--- src/rtl/lcd_pkg.sv ---
// Shared definitions for the HD44780 character-LCD driver: FSM state codes,
// panel command bytes, default timing at 27 MHz and small decode helpers.
// The WRAP state exists only when LCD_DRIVER_AUTOWRAP_EN is defined.
package lcd_pkg;

    typedef enum logic [2:0] {
        ST_POWERUP   = 3'd0,
        ST_INIT      = 3'd1,
        ST_IDLE      = 3'd2,
        ST_SETUP     = 3'd3,
        ST_EN_HIGH   = 3'd4,
        ST_EN_HOLD   = 3'd5,
        ST_EXEC_WAIT = 3'd6
`ifdef LCD_DRIVER_AUTOWRAP_EN
        ,
        ST_WRAP      = 3'd7
`endif
    } lcd_state_t;

    localparam logic [7:0] CMD_FUNCSET = 8'h38;
    localparam logic [7:0] CMD_DISPON  = 8'h0C;
    localparam logic [7:0] CMD_CLEAR   = 8'h01;
    localparam logic [7:0] CMD_HOME    = 8'h02;
    localparam logic [7:0] CMD_ENTRY   = 8'h06;
    localparam logic [7:0] CMD_LINE0   = 8'h80;
    localparam logic [7:0] CMD_LINE1   = 8'hC0;

    localparam int DEF_POWERUP_CYC = 405000;  // 15 ms
    localparam int DEF_EN_CYC      = 16;      // ~600 ns
    localparam int DEF_EXEC_CYC    = 1080;    // 40 us
    localparam int DEF_CLR_CYC     = 44280;   // 1.64 ms

    // Power-on command sequence, indexed by position
    function automatic logic [7:0] init_cmd(input logic [1:0] idx);
        case (idx)
            2'd0:    return CMD_FUNCSET;
            2'd1:    return CMD_DISPON;
            2'd2:    return CMD_CLEAR;
            default: return CMD_ENTRY;
        endcase
    endfunction

    // Clear and home need the long execute time; characters never do
    function automatic logic is_long_cmd(input logic rs, input logic [7:0] data);
        return !rs && ((data == CMD_CLEAR) || (data == CMD_HOME));
    endfunction

endpackage

--- src/rtl/lcd_delay_timer.sv ---
// Loadable down-counter shared by every timed state of the LCD driver.
// done is high in the last cycle of a load_val-long wait; idle flags an
// empty counter so the power-up wait can arm itself after reset.
module lcd_delay_timer #(
    parameter int W = 20
) (
    input  logic         clk,
    input  logic         rst_n,
    input  logic         load,
    input  logic [W-1:0] load_val,
    output logic         done,
    output logic         idle
);

    logic [W-1:0] count;

    // Count down to zero; a load always takes priority
    always_ff @(posedge clk or negedge rst_n) begin
        if (!rst_n) begin
            count <= '0;
        end else if (load) begin
            count <= load_val;
        end else if (count != '0) begin
            count <= count - W'(1);
        end
    end

    assign done = (count == W'(1));
    assign idle = (count == '0);

endmodule

--- src/rtl/lcd_hd44780_driver.sv ---
// HD44780 8-bit write-only driver: power-on wait, fixed init sequence, then
// one byte transaction at a time (SETUP, EN pulse, EN hold, execute wait).
// Tracks the cursor (col/line). Define LCD_DRIVER_AUTOWRAP_EN to have the
// driver re-address the next line itself after column 15 is written.
module lcd_hd44780_driver
    import lcd_pkg::*;
#(
    parameter int POWERUP_CYC = DEF_POWERUP_CYC,
    parameter int EN_CYC      = DEF_EN_CYC,
    parameter int EXEC_CYC    = DEF_EXEC_CYC,
    parameter int CLR_CYC     = DEF_CLR_CYC
) (
    input  logic       clk,
    input  logic       rst_n,
    input  logic       req_valid,
    output logic       req_ready,
    input  logic       req_rs,
    input  logic [7:0] req_data,
    output logic [7:0] LCD_DATA,
    output logic       LCD_RS,
    output logic       LCD_RW,
    output logic       LCD_EN,
    output logic       LCD_ON,
    output logic       LCD_BLON,
    output logic       busy,
    output logic [2:0] fsm_state
);

    localparam int MAX_A   = (POWERUP_CYC > CLR_CYC) ? POWERUP_CYC : CLR_CYC;
    localparam int MAX_B   = (EXEC_CYC > EN_CYC) ? EXEC_CYC : EN_CYC;
    localparam int MAX_CYC = (MAX_A > MAX_B) ? MAX_A : MAX_B;
    localparam int TMR_W   = $clog2(MAX_CYC + 1);
    localparam logic [2:0] INIT_LEN = 3'd4;

    lcd_state_t       state, next_state;
    logic             cur_rs;
    logic [7:0]       cur_data;
    logic [3:0]       col;
    logic             line;
    logic [2:0]       init_idx;
`ifdef LCD_DRIVER_AUTOWRAP_EN
    logic             wrap_pend;
`endif
    logic             tmr_load;
    logic [TMR_W-1:0] tmr_val;
    logic             tmr_done;
    logic             tmr_idle;

    lcd_delay_timer #(.W(TMR_W)) u_timer (
        .clk      (clk),
        .rst_n    (rst_n),
        .load     (tmr_load),
        .load_val (tmr_val),
        .done     (tmr_done),
        .idle     (tmr_idle)
    );

    // State register
    always_ff @(posedge clk or negedge rst_n) begin
        if (!rst_n) begin
            state <= ST_POWERUP;
        end else begin
            state <= next_state;
        end
    end

    // Next state and timer loads; each wait is armed on the edge that enters it
    always_comb begin
        next_state = state;
        tmr_load   = 1'b0;
        tmr_val    = '0;
        unique case (state)
            ST_POWERUP: begin
                // Counter is empty only in the first cycle after reset; the
                // arming cycle is part of the wait, hence the minus one.
                if (tmr_idle) begin
                    tmr_load = 1'b1;
                    tmr_val  = TMR_W'(POWERUP_CYC - 1);
                end else if (tmr_done) begin
                    next_state = ST_INIT;
                end
            end
            ST_INIT: next_state = ST_SETUP;
            ST_IDLE: begin
                if (req_valid) next_state = ST_SETUP;
            end
            ST_SETUP: begin
                next_state = ST_EN_HIGH;
                tmr_load   = 1'b1;
                tmr_val    = TMR_W'(EN_CYC);
            end
            ST_EN_HIGH: begin
                if (tmr_done) begin
                    next_state = ST_EN_HOLD;
                    tmr_load   = 1'b1;
                    tmr_val    = TMR_W'(EN_CYC);
                end
            end
            ST_EN_HOLD: begin
                if (tmr_done) begin
                    next_state = ST_EXEC_WAIT;
                    tmr_load   = 1'b1;
                    tmr_val    = is_long_cmd(cur_rs, cur_data) ? TMR_W'(CLR_CYC)
                                                               : TMR_W'(EXEC_CYC);
                end
            end
            ST_EXEC_WAIT: begin
                if (tmr_done) begin
                    if (init_idx != INIT_LEN) begin
                        next_state = ST_INIT;
`ifdef LCD_DRIVER_AUTOWRAP_EN
                    end else if (wrap_pend) begin
                        next_state = ST_WRAP;
`endif
                    end else begin
                        next_state = ST_IDLE;
                    end
                end
            end
`ifdef LCD_DRIVER_AUTOWRAP_EN
            ST_WRAP: next_state = ST_SETUP;
`endif
            default: next_state = ST_POWERUP;
        endcase
    end

    // Byte capture, init sequencing and cursor tracking
    always_ff @(posedge clk or negedge rst_n) begin
        if (!rst_n) begin
            cur_rs    <= 1'b0;
            cur_data  <= 8'h00;
            col       <= 4'd0;
            line      <= 1'b0;
            init_idx  <= 3'd0;
`ifdef LCD_DRIVER_AUTOWRAP_EN
            wrap_pend <= 1'b0;
`endif
        end else begin
            case (state)
                ST_INIT: begin
                    cur_rs   <= 1'b0;
                    cur_data <= init_cmd(init_idx[1:0]);
                    init_idx <= init_idx + 3'd1;
                end
                ST_IDLE: begin
                    if (req_valid) begin
                        cur_rs   <= req_rs;
                        cur_data <= req_data;
                    end
                end
                ST_SETUP: begin
                    if (cur_rs) begin
                        // 4-bit col rolls 15 -> 0 on its own
                        col <= col + 4'd1;
                        if (col == 4'hF) begin
                            line <= ~line;
`ifdef LCD_DRIVER_AUTOWRAP_EN
                            wrap_pend <= 1'b1;
`endif
                        end
                    end else if (is_long_cmd(1'b0, cur_data)) begin
                        col  <= 4'd0;
                        line <= 1'b0;
                    end else if (cur_data[7]) begin
                        col  <= cur_data[3:0];
                        line <= cur_data[6];
                    end
                end
`ifdef LCD_DRIVER_AUTOWRAP_EN
                ST_WRAP: begin
                    // line already holds the new line from the wrapping write
                    cur_rs    <= 1'b0;
                    cur_data  <= line ? CMD_LINE1 : CMD_LINE0;
                    wrap_pend <= 1'b0;
                end
`endif
                default: ;
            endcase
        end
    end

    assign LCD_EN    = (state == ST_EN_HIGH);
    assign LCD_RS    = cur_rs;
    assign LCD_DATA  = cur_data;
    assign LCD_RW    = 1'b0;
    assign LCD_ON    = 1'b1;
    assign LCD_BLON  = 1'b1;
    assign req_ready = (state == ST_IDLE);
    assign busy      = ~req_ready;
    assign fsm_state = state;

endmodule

--- config.mk ---
export PLATFORM = sky130hd
export DESIGN_NAME = lcd_hd44780_driver
export DESIGN_NICKNAME = d
export VERILOG_FILES = /design/src/rtl/lcd_pkg.sv /design/src/rtl/lcd_delay_timer.sv /design/src/rtl/lcd_hd44780_driver.sv
export SDC_FILE = /design/constraint.sdc
export NUM_CORES = 1
export LEC_CHECK = 0
export ABC_AREA = 1
export CAP_MARGIN = 20
export CORE_MARGIN = 8
export CORE_UTILIZATION = 30
export DETAILED_ROUTE_END_ITERATION = 7
export GPL_ROUTABILITY_DRIVEN = 0
export GPL_TIMING_DRIVEN = 0
export PLACE_DENSITY = 0.5
export SLEW_MARGIN = 20
export SYNTH_ARGS = -nofsm -noshare
export SYNTH_HDL_FRONTEND = slang
export SYNTH_SLANG_ARGS = --single-unit
--- constraint.sdc ---
create_clock -name clk -period 1.5 [get_ports clk]
set_input_delay 0.3 -clock clk [delete_from_list [all_inputs] [get_ports clk]]
set_output_delay 0.3 -clock clk [all_outputs]
set_load 0.05 [all_outputs]
==> impl_metrics.csv <==
group,metric,value,unit
status,outcome,"finished with violations",
status,violations,"setup timing",
yosys,postSynthRegisterBits,34,
placed_design,hpwlAfterDp,4660,µm
cts,cts_tree,"done",
setup_path,crit_family,"simple AND/OR/NAND/NOR gates",
yosys,synthSimpleGateAreaFrac,38.6,%
yosys,yosys.area_share.adder,4.27,%
setup_path,crit_path_cell_trace,"nor2_2 -> nand2_2 -> nor2_8 -> nand4_4 -> nand2_8 -> nor2_2 -> nor2_1 -> nor2_2",
routing,drt.antenna.violating_nets,0,
setup_path,required,1690,ps
floorplan,die_w,104,µm
cts,cts.sinks,34,
floorplan,die-area,10900,µm²
cts,cts_buffers,5,
routing,route.detailed.drc,0,
sta,setup_viol,19,
setup_path,max_stage_delay,400,ps
yosys,yosysUniqueCellTypes,34,
yosys,synth_xor_area_share,4.49,%
global_route,globalRouteTotalUtil,12.0,%
cells_and_area,n_antenna_cell,0,
yosys,synthesis.instances,310,
yosys,synth_top_area_share,36.3,%
sta,finalSetupTns,-874,ps
setup_path,worst-path-buf-inv,0,
sta,final.setup.worst_slack,-79.9,ps
routing,viasPerCell,4.64,
yosys,yosysTopAreaCell,"dfrtp_1",
floorplan,rows,32,
global_route,overflow,0,
setup_path,worstReg2RegStart,"u_timer.count[10]",
routing,wirelength,6560,µm
yosys,synth_edf_count,0,
setup_path,cp-end-kind,"register",
yosys,synthMuxAreaShare,0,%
setup_path,critPathLaunchType,"register",
run,maxCapViolations,0,
setup_path,reg2reg_to,"u_timer.count[18]",
yosys,synth.avg_cell_area,7.56,µm²
setup_path,path_max_fanout,8,
yosys,synthTopCellsByArea,"dfrtp_1, nand2_1, nor2_1",
pwr,total_power,1.81,mW
cells_and_area,nets,401,
cts,worst_skew_pair.late_latency,290,ps
floorplan,die_h,104,µm
yosys,yosys_most_used_dff,"dfrtp_1",
sta,hold_violations,0,
cts,htreeDepth,2,
setup_path,crit_top_cell,"nor2_2",
sta,rsz0062_at_grt,"yes",
floorplan,pin_count,30,
setup_path,r2r_cells,8,
pwr,ir_drop,0.339,mV
pwr,leakagePower,1.58,nW
setup_path,arrival,1770,ps
cts,clk_pin_slew,80,ps
yosys,syn_area,2340,µm²
yosys,synth-compound-area-share,7.16,%
sta,skew,7.85,ps
global_route,grt_pass1_wl,10700,µm
pwr,power_density,539,nW/µm²
cts,cts_buffer_depth,2,
setup_path,path_class,"register to register",
worst_hold_path,hold_path_class,"input pin to async pin",
global_route,grt_pass1_vias,2248,
cells_and_area,num-fill-cells,783,
placed_design,port_buffers,26,
yosys,ys_seq_area_share,36.3,%
sta,max_freq,0.633,GHz
routing,drt_pass1_iterations,4,
floorplan,core,7650,µm²
floorplan,initial_core_util,30.6,%
yosys,yosysWarnings,0,
yosys,async_flop_share,100,%
global_route,grt_max_degree,26,
setup_path,rrSetupSlack,-80,ps
sta,timing.final.crit_share,105,%
global_route,antenna_found_initial,0,
cells_and_area,drive_above_1_share,39.0,%
sta,fin_crit,1580,ps
cells_and_area,syn_to_final_growth,43.3,%
routing,drt_iter0_drc,94,
sta,slew_violations,0,
cts,root_buffer,"clkbuf_8",
yosys,synth_top_family_by_area,"simple AND/OR/NAND/NOR gates",
routing,vias,2246,
setup_path,slowest_stage,"dfrtp_1",
routing,wire_per_inst,13.5,µm
repair_timing:
item	4_1_cts	5_1_grt
resized for setup	84	42
pin swaps	20	16
hold endpoints to repair	9	0
buffers inserted	22	12
cloned	0	1
hold buffers	1	0
setup endpoints to repair	46	43
cells by family (layout without fill, tap and decap cells):
kind of cell | Yosys count | count (layout)
flip-flops | 34 | 34
other | 2 | 3
XOR/XNOR | 12 | 12
AO/OA/AOI/OAI | 30 | 30
adder cells (fa/ha/maj) | 8 | 8
buffers and inverters | 47 | 118
AND/OR/NAND/NOR | 177 | 177
worst reg2reg max path, cell delays in order (launching register included):
cell and delay, ps:
dfrtp_1 400, nor2_2 150, nand2_2 110, nor2_8 200, nand4_4 220, nand2_8 180
nor2_2 50, nor2_1 120, nor2_2 50
worst max-delay path by stage:
stage | start | end | slack, ps | cells past startpoint
floorplan | fsm_state[2] | LCD_DATA[2] | -150 | 8
CTS | fsm_state[1] | LCD_EN | -70 | 5
global route | u_timer.count[10] | u_timer.count[6] | -170 | 7
finish | u_timer.count[10] | u_timer.count[18] | -80 | 8
detailed placement | fsm_state[2] | req_ready | -460 | 4
global placement | rst_n | fsm_state[1] | -890 | 1
stage by stage:
step	hold slack, ps	setup slack (ps)	instance area [µm²]	util, %	instances
after detailed placement	196	-456	2780	36.4	440
after global routing	433	-165	3360	43.9	484
after CTS	419	-71.4	3190	41.7	471
after global placement	458	-888	2770	36.2	439
after floorplan	4.41	-146	2380	-	311
final	405	-79.9	3360	43.9	484
synth_stat cells, types with 4 or more instances:
master,number
a21oi_1,11
a31oi_1,5
buf_4,4
dfrtp_1,34
ha_1,8
inv_1,35
inv_2,4
nand2_1,68
nand2_2,8
nand3_1,15
nand3b_1,4
nand4_1,12
nor2_1,46
nor2_2,5
nor2_4,4
nor3_1,5
o21ai_0,4
o21ai_1,6
xnor2_1,4
xor2_1,8
per-layer routing:
metal  wire length (µm)  global-route usage, %  vias to the layer above
li1                   -                      -                     1134
met1               2920                   14.1                     1057
met2               3220                   20.3                       45
met3                307                   3.22                       10
met4                108                   4.34                        0
met5                  0                      0                        -
flip-flops by register name, indices dropped and copies added, names as in the netlist:
register and flops:
u_timer.count 19, LCD_DATA 8, fsm_state 3, init_idx 3
LCD_RS 1
report_power, final:
part	internal (mW)	switching [mW]	leakage, nW
combinational	0.0359	0.0416	1.11
clock	0.464	0.351	0.0575
sequential	0.916	0	0.420
placed cells by master, fill, tap and decap left out, types with 4 or more instances in the layout:
cell / count
nor2_4: 14
xor2_1: 8
clkbuf_2: 8
nand2_4: 5
nor2_2: 11
clkbuf_8: 8
a21oi_1: 7
inv_2: 8
a21oi_2: 6
o21ai_1: 7
buf_6: 5
clkdlybuf4s15_2: 4
nand4_1: 12
buf_4: 35
xnor2_1: 4
nand3b_1: 4
inv_1: 28
nor3_1: 4
nand2_1: 57
nand3_1: 13
nor2_1: 30
a31oi_1: 5
nand2_2: 15
dfrtp_1: 30
ha_1: 5
clkdlybuf4s50_1: 10
dfrtp_2: 4
layout make-up:
type | count | area, µm² | area share (%)
plain buffers | 6 | 60.1 | 1.79
clock buffers | 8 | 110 | 3.28
inverters | 41 | 170 | 5.07
multi-input cells | 230 | 1500 | 44.8
flip-flops and latches | 34 | 856 | 25.5
well taps | 102 | 128 | 3.80
repair buffers | 63 | 529 | 15.8
No activity file was read; power rests on OpenSTA's default activity.
